**config.mk**
```make
export PLATFORM = sky130hd
export DESIGN_NAME = seg7_scan
export DESIGN_NICKNAME = d
export VERILOG_FILES = /design/src/rtl/seg7_pkg.sv /design/src/rtl/hex_to_seg7.sv /design/src/rtl/seg7_scan.sv
export SDC_FILE = /design/constraint.sdc
export NUM_CORES = 1
export LEC_CHECK = 0
export CAP_MARGIN = 20
export CORE_MARGIN = 4
export CORE_UTILIZATION = 49
export CTS_BUF_LIST = sky130_fd_sc_hd__clkbuf_4
export DETAILED_ROUTE_END_ITERATION = 16
export PLACE_DENSITY = 0.75
export SYNTH_ARGS = -nofsm -noshare
export SYNTH_HDL_FRONTEND = slang
export SYNTH_SLANG_ARGS = --single-unit
```
**constraint.sdc**
```tcl
create_clock -name clk -period 2.79 [get_ports clk]
set_input_delay 0.558 -clock clk [delete_from_list [all_inputs] [get_ports clk]]
set_output_delay 0.558 -clock clk [all_outputs]
set_load 0.02 [all_outputs]
```
**src/rtl/seg7_pkg.sv**
```systemverilog
// Shared constants for the 7-segment scan driver: the segment font and
// the blank pattern. Segments are {g,f,e,d,c,b,a}, active-low.
package seg7_pkg;

  localparam int DEFAULT_DIGITS = 8;

  localparam logic [6:0] SEG_BLANK = 7'h7F;

  // Entry n is the active-low segment pattern for hex digit n.
  localparam logic [15:0][6:0] SEG_FONT = {
    7'h0E, 7'h06, 7'h21, 7'h46,   // F E d C
    7'h03, 7'h08, 7'h10, 7'h00,   // b A 9 8
    7'h78, 7'h02, 7'h12, 7'h19,   // 7 6 5 4
    7'h30, 7'h24, 7'h79, 7'h40    // 3 2 1 0
  };

endpackage

```
**src/rtl/hex_to_seg7.sv**
```systemverilog
// Combinational hex nibble to active-low 7-segment pattern.
module hex_to_seg7
  import seg7_pkg::*;
(
  input  logic [3:0] nib_i,
  output logic [6:0] seg_n_o
);

  assign seg_n_o = SEG_FONT[nib_i];

endmodule

```
**src/rtl/seg7_scan.sv**
```systemverilog
// Time-multiplexed common-anode 7-segment driver with per-slot blanking and a
// per-frame shadow of the displayed value; all outputs registered (1 cycle).
module seg7_scan
  import seg7_pkg::*;
#(
  parameter int DIGITS = DEFAULT_DIGITS,
  parameter int DIV    = 17,
  parameter int BLANK  = 16
) (
  input  logic                  clk,
  input  logic                  rst,
  input  logic [4*DIGITS-1:0]   value,
  input  logic [DIGITS-1:0]     dp_mask,
  input  logic [DIGITS-1:0]     en_mask,
  output logic [DIGITS-1:0]     an_n,
  output logic [6:0]            seg_n,
  output logic                  dp_n,
  output logic                  frame_tick
);

  localparam int IW = (DIGITS > 1) ? $clog2(DIGITS) : 1;
  localparam logic [DIV-1:0] BLANK_C = DIV'(BLANK);
  localparam logic [IW-1:0]  IDX_LAST = IW'(DIGITS - 1);

  logic [DIV-1:0]      cnt_q, cnt_d;
  logic [IW-1:0]       idx_q, idx_d;
  logic [4*DIGITS-1:0] shadow_q, shadow_d;
  logic [DIGITS-1:0]   shadow_dp_q, shadow_dp_d;
  logic [DIGITS-1:0]   an_n_q, an_n_d;
  logic [6:0]          seg_n_q, seg_n_d;
  logic                dp_n_q, dp_n_d;
  logic                frame_tick_q, frame_tick_d;

  logic                cnt_max;
  logic                blank;
  logic [3:0]          nib;
  logic [6:0]          font_seg;

  assign cnt_max = &cnt_q;
  assign nib     = shadow_q[4*idx_q +: 4];

  hex_to_seg7 u_font (
    .nib_i   (nib),
    .seg_n_o (font_seg)
  );

  always_comb begin
    cnt_d       = cnt_q + DIV'(1);
    idx_d       = idx_q;
    shadow_d    = shadow_q;
    shadow_dp_d = shadow_dp_q;
    if (cnt_max) begin
      if (idx_q == IDX_LAST) begin
        // Explicit wrap keeps non-power-of-2 digit counts in range; the frame
        // boundary is also where the displayed value is captured.
        idx_d       = '0;
        shadow_d    = value;
        shadow_dp_d = dp_mask;
      end else begin
        idx_d = idx_q + IW'(1);
      end
    end

    blank        = (cnt_q < BLANK_C) | ~en_mask[idx_q];
    an_n_d       = blank ? '1 : ~(DIGITS'(1) << idx_q);
    seg_n_d      = blank ? SEG_BLANK : font_seg;
    dp_n_d       = blank ? 1'b1 : ~shadow_dp_q[idx_q];
    frame_tick_d = (cnt_q == '0) & (idx_q == '0);
  end

  always_ff @(posedge clk or posedge rst) begin
    if (rst) begin
      cnt_q        <= '0;
      idx_q        <= '0;
      shadow_q     <= '0;
      shadow_dp_q  <= '0;
      an_n_q       <= '1;
      seg_n_q      <= SEG_BLANK;
      dp_n_q       <= 1'b1;
      frame_tick_q <= 1'b0;
    end else begin
      cnt_q        <= cnt_d;
      idx_q        <= idx_d;
      shadow_q     <= shadow_d;
      shadow_dp_q  <= shadow_dp_d;
      an_n_q       <= an_n_d;
      seg_n_q      <= seg_n_d;
      dp_n_q       <= dp_n_d;
      frame_tick_q <= frame_tick_d;
    end
  end

  assign an_n       = an_n_q;
  assign seg_n      = seg_n_q;
  assign dp_n       = dp_n_q;
  assign frame_tick = frame_tick_q;

endmodule

```
* Word level (Yosys, flattened, before mapping)
Memories as Yosys holds them, arrays and structs flattened.
Cells that the tools add are included.
** Storage, ports and cells
- Memories :: 1
- Word-level logic and storage cells :: 35
- Input port bits :: 50
- ROM bits :: 112
- Register bits after elaboration :: 77
** Memories
- (name not given) :: depth 16, width 7, read ports 1, clocked after Yosys merged registers in 0, wr ports 0, RTL line hex_to_seg7.sv:9 : assign seg_n_o = SEG_FONT[nib_i];
** Cells by class
- $add $sub $neg :: 2
- Shifts and indexed selects :: 2
- Bitwise logic cells :: 5
- Equal/unequal tests :: 1
- Reduce and logical (&&, ||, !) cells :: 4
- $lt $le $gt $ge :: 3
- Multiplexer cells :: 9
** Operator list (count)
- $shiftx A32 B6 Y4 :: 1
- $reduce_and A18 Y1 :: 1
- $add A17 B1 Y17 const B :: 1
- $logic_not A17 Y1 :: 1
- $lt A17 B5 Y1 const B :: 1
- $reduce_and A17 Y1 :: 1
- $mux W7 :: 2
- $mux W8 :: 1
- $not A8 Y8 :: 1
- $shl A1 B3 Y8 const A :: 1
- $bmux W1 S3 :: 2
- $lt A4 B5 Y1 const B :: 1
- $lt A3 B4 Y1 const B :: 1
- $add A3 B1 Y3 const B :: 1
- $eq A3 B3 Y1 const B :: 1
- $logic_not A3 Y1 :: 1
- $mux W1 :: 3
- $mux W3 :: 1
- $not A1 Y1 :: 2
- $and A1 B1 Y1 :: 1
- $or A1 B1 Y1 :: 1

* Longest topological paths before layout
- Depth after elaboration :: 5
- Mapped depth :: 11

* Modules after synthesis
Synthesis repeated with hierarchy kept, for this count alone.
** Second synthesis, totals
- Cells, all modules :: 283
- Area total of the unflattened synthesis :: 3900.0 um2
** By module, submodules not included
- seg7_scan :: instances 1, cells an instance 251, area each 3624.7 um2, seq. area each 1946.9 um2
- hex_to_seg7 :: instances 1, cells an instance 32, area each 275.3 um2, seq. area each 0.0 um2

* Least setup slack after synthesis
OpenSTA, ideal clock, no wires.
- Path type :: register to register
- Start :: register idx_q[0]
- End :: register seg_n_q[3], in the netlist seg_n[3]
- Cell stages (with the launch flop) :: 9
- Arrival time :: 2.116 ns
- Required time :: 2.711 ns
- Clock period less this slack :: 2.195 ns
- Path slack :: 0.595 ns
- Path buffers :: 2
- Cells stage by stage :: dfrtp_1 buf_6 buf_12 mux4_1 mux2i_2 ha_1 nor3_1 a211oi_1 o21ai_0
** On the way
- Word-level cells in the longest chain between the ends :: 5
- Elaborated cells between the ends (all ways) :: 8
- Those cells by class :: shift: 1; mux: 4; bitwise: 2; memory: 1
** RTL lines
- start, declared :: RTL line seg7_scan.sv:26 : logic [IW-1:0] idx_q, idx_d;
- start signal, assigned :: RTL line seg7_scan.sv:83 : idx_q <= idx_d;
- branches (longest 4 deep; another with $mem_v2 Z16 W7)
- $mux W7 (*) :: RTL line seg7_scan.sv:66 : seg_n_d = blank ? SEG_BLANK : font_seg;
- named net seg_n_d[3] :: RTL line seg7_scan.sv:30 : logic [6:0] seg_n_q, seg_n_d;
- end signal, assigned :: RTL line seg7_scan.sv:87 : seg_n_q <= seg_n_d;
- end, declared :: RTL line seg7_scan.sv:30
Mark *: on every way through the listed nets, which the timed path passes. The select of a mux whose other input is x is not followed.
A chain may end at the register's enable or synchronous reset.

* Final worst setup path
Same ends and word-level chain as after synthesis.

==> impl_metrics.env <==
export IMPL_cp_num_buf_inv=2
export IMPL_clockBufferDepth=2
export IMPL_max_freq_mhz=395.5
export IMPL_ios=67
export IMPL_insertion_delay_ps=400
export IMPL_cts_tree="yes"
export IMPL_p_clk_frac=0.398
export IMPL_synth_fp_nets=338
export IMPL_totalWireLength_um=6783
export IMPL_critPathKind="flop to flop"
export IMPL_dp_cells=434
export IMPL_cap_violations=0
export IMPL_slew_headroom=0.6463
export IMPL_crit_slowest_cell="dfrtp_1"
export IMPL_synth_top_cells_by_area="dfrtp_1, mux2_2, dfstp_2, mux4_1, ha_1"
export IMPL_dpl_hpwl_um=4877
export IMPL_netlist_area_um2=3676
export IMPL_grtUsageMet1=0.2262
export IMPL_power_switching_uw=479.3
export IMPL_synthAdderAreaFrac=0.04765
export IMPL_slowest_delay_ps=660
export IMPL_final_cell_mix="clkdlybuf4s50_1, dfrtp_1, mux2_2"
export IMPL_p_int_mw=1.830
export IMPL_vdd_drop_max_mv=0.2457
export IMPL_startpoint="idx_q[0]"
export IMPL_synth_top_family_by_area="multiplexers"
export IMPL_cts_made_buffers=9
export IMPL_grt_overflow_total=0
export IMPL_synth_xor_area_frac=0.03336
export IMPL_viasPerCell=5.233
export IMPL_cp_common_cell="inv_1"
export IMPL_pwr_share_comb=0.092
export IMPL_cts_hold_buf=0
export IMPL_worstMarginPinSlew_ps=525.0
export IMPL_wl_per_cell_um=15.07
export IMPL_dr_pass1_iters=6
export IMPL_switching_share=0.2076
export IMPL_fin_ws_ps=261.8
export IMPL_clock_sinks=77
export IMPL_min_delay_start="cnt_q[0]"
export IMPL_die_h_um=94.62
export IMPL_core_area_um2=7253
export IMPL_synth_compound_area_frac=0.03778
export IMPL_rsz0062_at_grt="no"
export IMPL_final_hold_viol_count=0
export IMPL_tns_ps=0
export IMPL_p_per_area_nw_per_um2=500.5
export IMPL_muxShareOfSynthArea=0.2168
export IMPL_instances_no_fill=450
export IMPL_use_met3=0.03825
export IMPL_grt_usage=0.1639
export IMPL_cts_resized=0
export IMPL_area_growth_pct=25.49
export IMPL_critPathTopFamily="multiplexers"
export IMPL_synthCells=274
export IMPL_grt_max_degree=78
export IMPL_reg2reg_from="idx_q[0]"
export IMPL_yosys_area_top_type_share=0.4152
export IMPL_rows=31
export IMPL_gp_congestion=0.7899
export IMPL_yosysTopAreaCell="dfrtp_1"
export IMPL_synth_warnings=0
export IMPL_yosys_area_share_simple=0.09564
export IMPL_endpoint_kind="flop"
export IMPL_grt_pass1_vias=2364
export IMPL_required_ps=3110
export IMPL_layout_drive_gt1_share=0.2564
export IMPL_period_needed_ps=2528
export IMPL_seq_power_share=0.510
export IMPL_final_common_cell="clkdlybuf4s50_1"
export IMPL_path_clk_slew_ps=130
export IMPL_ant_nets=0
export IMPL_final_net_count=410
export IMPL_finClkSkew_ps=16.59
export IMPL_setup_viol=0
export IMPL_cp_cell_sequence="mux4_1, mux2i_2, inv_1, ha_1, inv_1, nor3_1, a211oi_1, o21ai_0"
export IMPL_yosysUniqueCellTypes=41
export IMPL_start_util=0.5068
export IMPL_p_leak_nw=1.971
export IMPL_io_buffers=66
export IMPL_cp_max_fo=10
export IMPL_cts_setup_buffers=0
export IMPL_num_antenna_cells=0
export IMPL_htree_levels=3
export IMPL_place_ws_ps=305.3
export IMPL_ys_ff_latch=77
export IMPL_drv_slew=0
export IMPL_status="finished clean"
export IMPL_whs_ps=499.5
export IMPL_cp_data_arrival_time_ps=2840
export IMPL_synth_edf_count=0
export IMPL_drtIter0Drc=65
export IMPL_busiest_layer="met2"
export IMPL_startpoint_type="flop"
export IMPL_fin_crit_sh=0.9062
export IMPL_grtUsageMet2=0.2537
export IMPL_async_flop_share=1.000
export IMPL_cts_root_buffer="clkbuf_4"
export IMPL_min_path_type="flop to flop"
export IMPL_avgSynthCellArea_um2=13.42
export IMPL_antenna_found_initial=0
export IMPL_route_detailed_drc=0
export IMPL_die_area_um2=8952
export IMPL_synth_ff_type="dfrtp_1"
export IMPL_vias=2355
export IMPL_seq_area_frac_synth=0.5296
export IMPL_grt_first_pass_wirelength_um=11270
export IMPL_dieWidth_um=94.62
[cells by family (layout without fill, tap and decap cells)]
kind of cell,after synthesis,after routing
adders and majority gates,14,14
and+or+nand+nor,70,70
xor gates and xnor gates,14,14
AOI/OAI and AO/OA,20,20
muxes,58,58
DFF,77,77
buffers and inverters,21,98
[state kept, by name, indices dropped and copies added (netlist names)]
| register | cells |
|---|---|
| an_n | 8 |
| cnt_q | 17 |
| dp_n | 1 |
| frame_tick | 1 |
| idx_q | 3 |
| seg_n | 7 |
| shadow_dp_q | 8 |
| shadow_q | 32 |
[cells in the mapped netlist, types with 2 or more instances]
| cell | instances |
|---|---|
| inv_1 | 10 |
| and2_1 | 4 |
| ha_1 | 14 |
| o211ai_1 | 2 |
| mux4_2 | 2 |
| buf_6 | 6 |
| nand2b_1 | 2 |
| o22ai_1 | 2 |
| a211oi_1 | 2 |
| nand2_1 | 26 |
| dfstp_2 | 16 |
| nor3_1 | 4 |
| nand4_1 | 2 |
| mux2i_1 | 4 |
| mux4_1 | 8 |
| nand3_1 | 8 |
| buf_2 | 3 |
| a21oi_1 | 3 |
| o221ai_1 | 3 |
| and3_1 | 5 |
| xor2_1 | 5 |
| mux2_2 | 42 |
| o21ai_0 | 5 |
| nor4_1 | 2 |
| dfrtp_1 | 61 |
| nor2_1 | 10 |
| xnor2_1 | 9 |
[per-layer routing]
layer  routed length [µm]  vias up
li1                     -     1119
met1                 3143     1161
met5                    0        -
met2                 3220       66
met3                  321        9
met4                   98        0
[layout make-up]
| cell class | count | area, µm² |
|---|---|---|
| fillers | 592 | 2640 |
| flip-flops and latches | 77 | 1947 |
| multi-input cells | 176 | 1585 |
| repair buffers | 71 | 710.7 |
| clock inverters | 7 | 137.6 |
| well taps | 99 | 123.9 |
| clock buffers | 9 | 67.56 |
| inverters | 11 | 41.29 |
[power groups by stage]
stage	Clock, mW	Combinational, mW	Sequential [mW]
floorplan	0	0.0920	1.21
finish	0.919	0.211	1.18
detailed placement	0	0.214	1.20
global route	1.00	0.230	1.18
global placement	0	0.209	1.20
CTS	0.936	0.215	1.18
[metrics by stage]
stage / cell area (µm²) / util / power [mW]
floorplan: 3676 / - / 1.298
global placement: 4408 / 0.6077 / 1.407
detailed placement: 4408 / 0.6077 / 1.413
CTS: 4613 / 0.6360 / 2.330
global route: 4613 / 0.6360 / 2.417
finish: 4613 / 0.6360 / 2.309
[worst register-to-register path: stages, from the launching register on]
cell      delay [ps]
dfrtp_1          660
mux4_1           640
mux2i_2          320
inv_1            150
ha_1             200
inv_1             90
nor3_1            60
a211oi_1         190
o21ai_0          120
[worst paths after layout]
check                                       to  slack, ps  cells after the start
min in group asynchronous       shadow_dp_q[2]        550                      3
max in group asynchronous             seg_n[5]       1900                      3
worst max register to register        seg_n[3]        260                      8
worst min register to register        cnt_q[0]        500                      1
worst max-delay path                  seg_n[3]        260                      8
worst min-delay path                  cnt_q[0]        500                      1
Power figures use the tool's default switching activity.
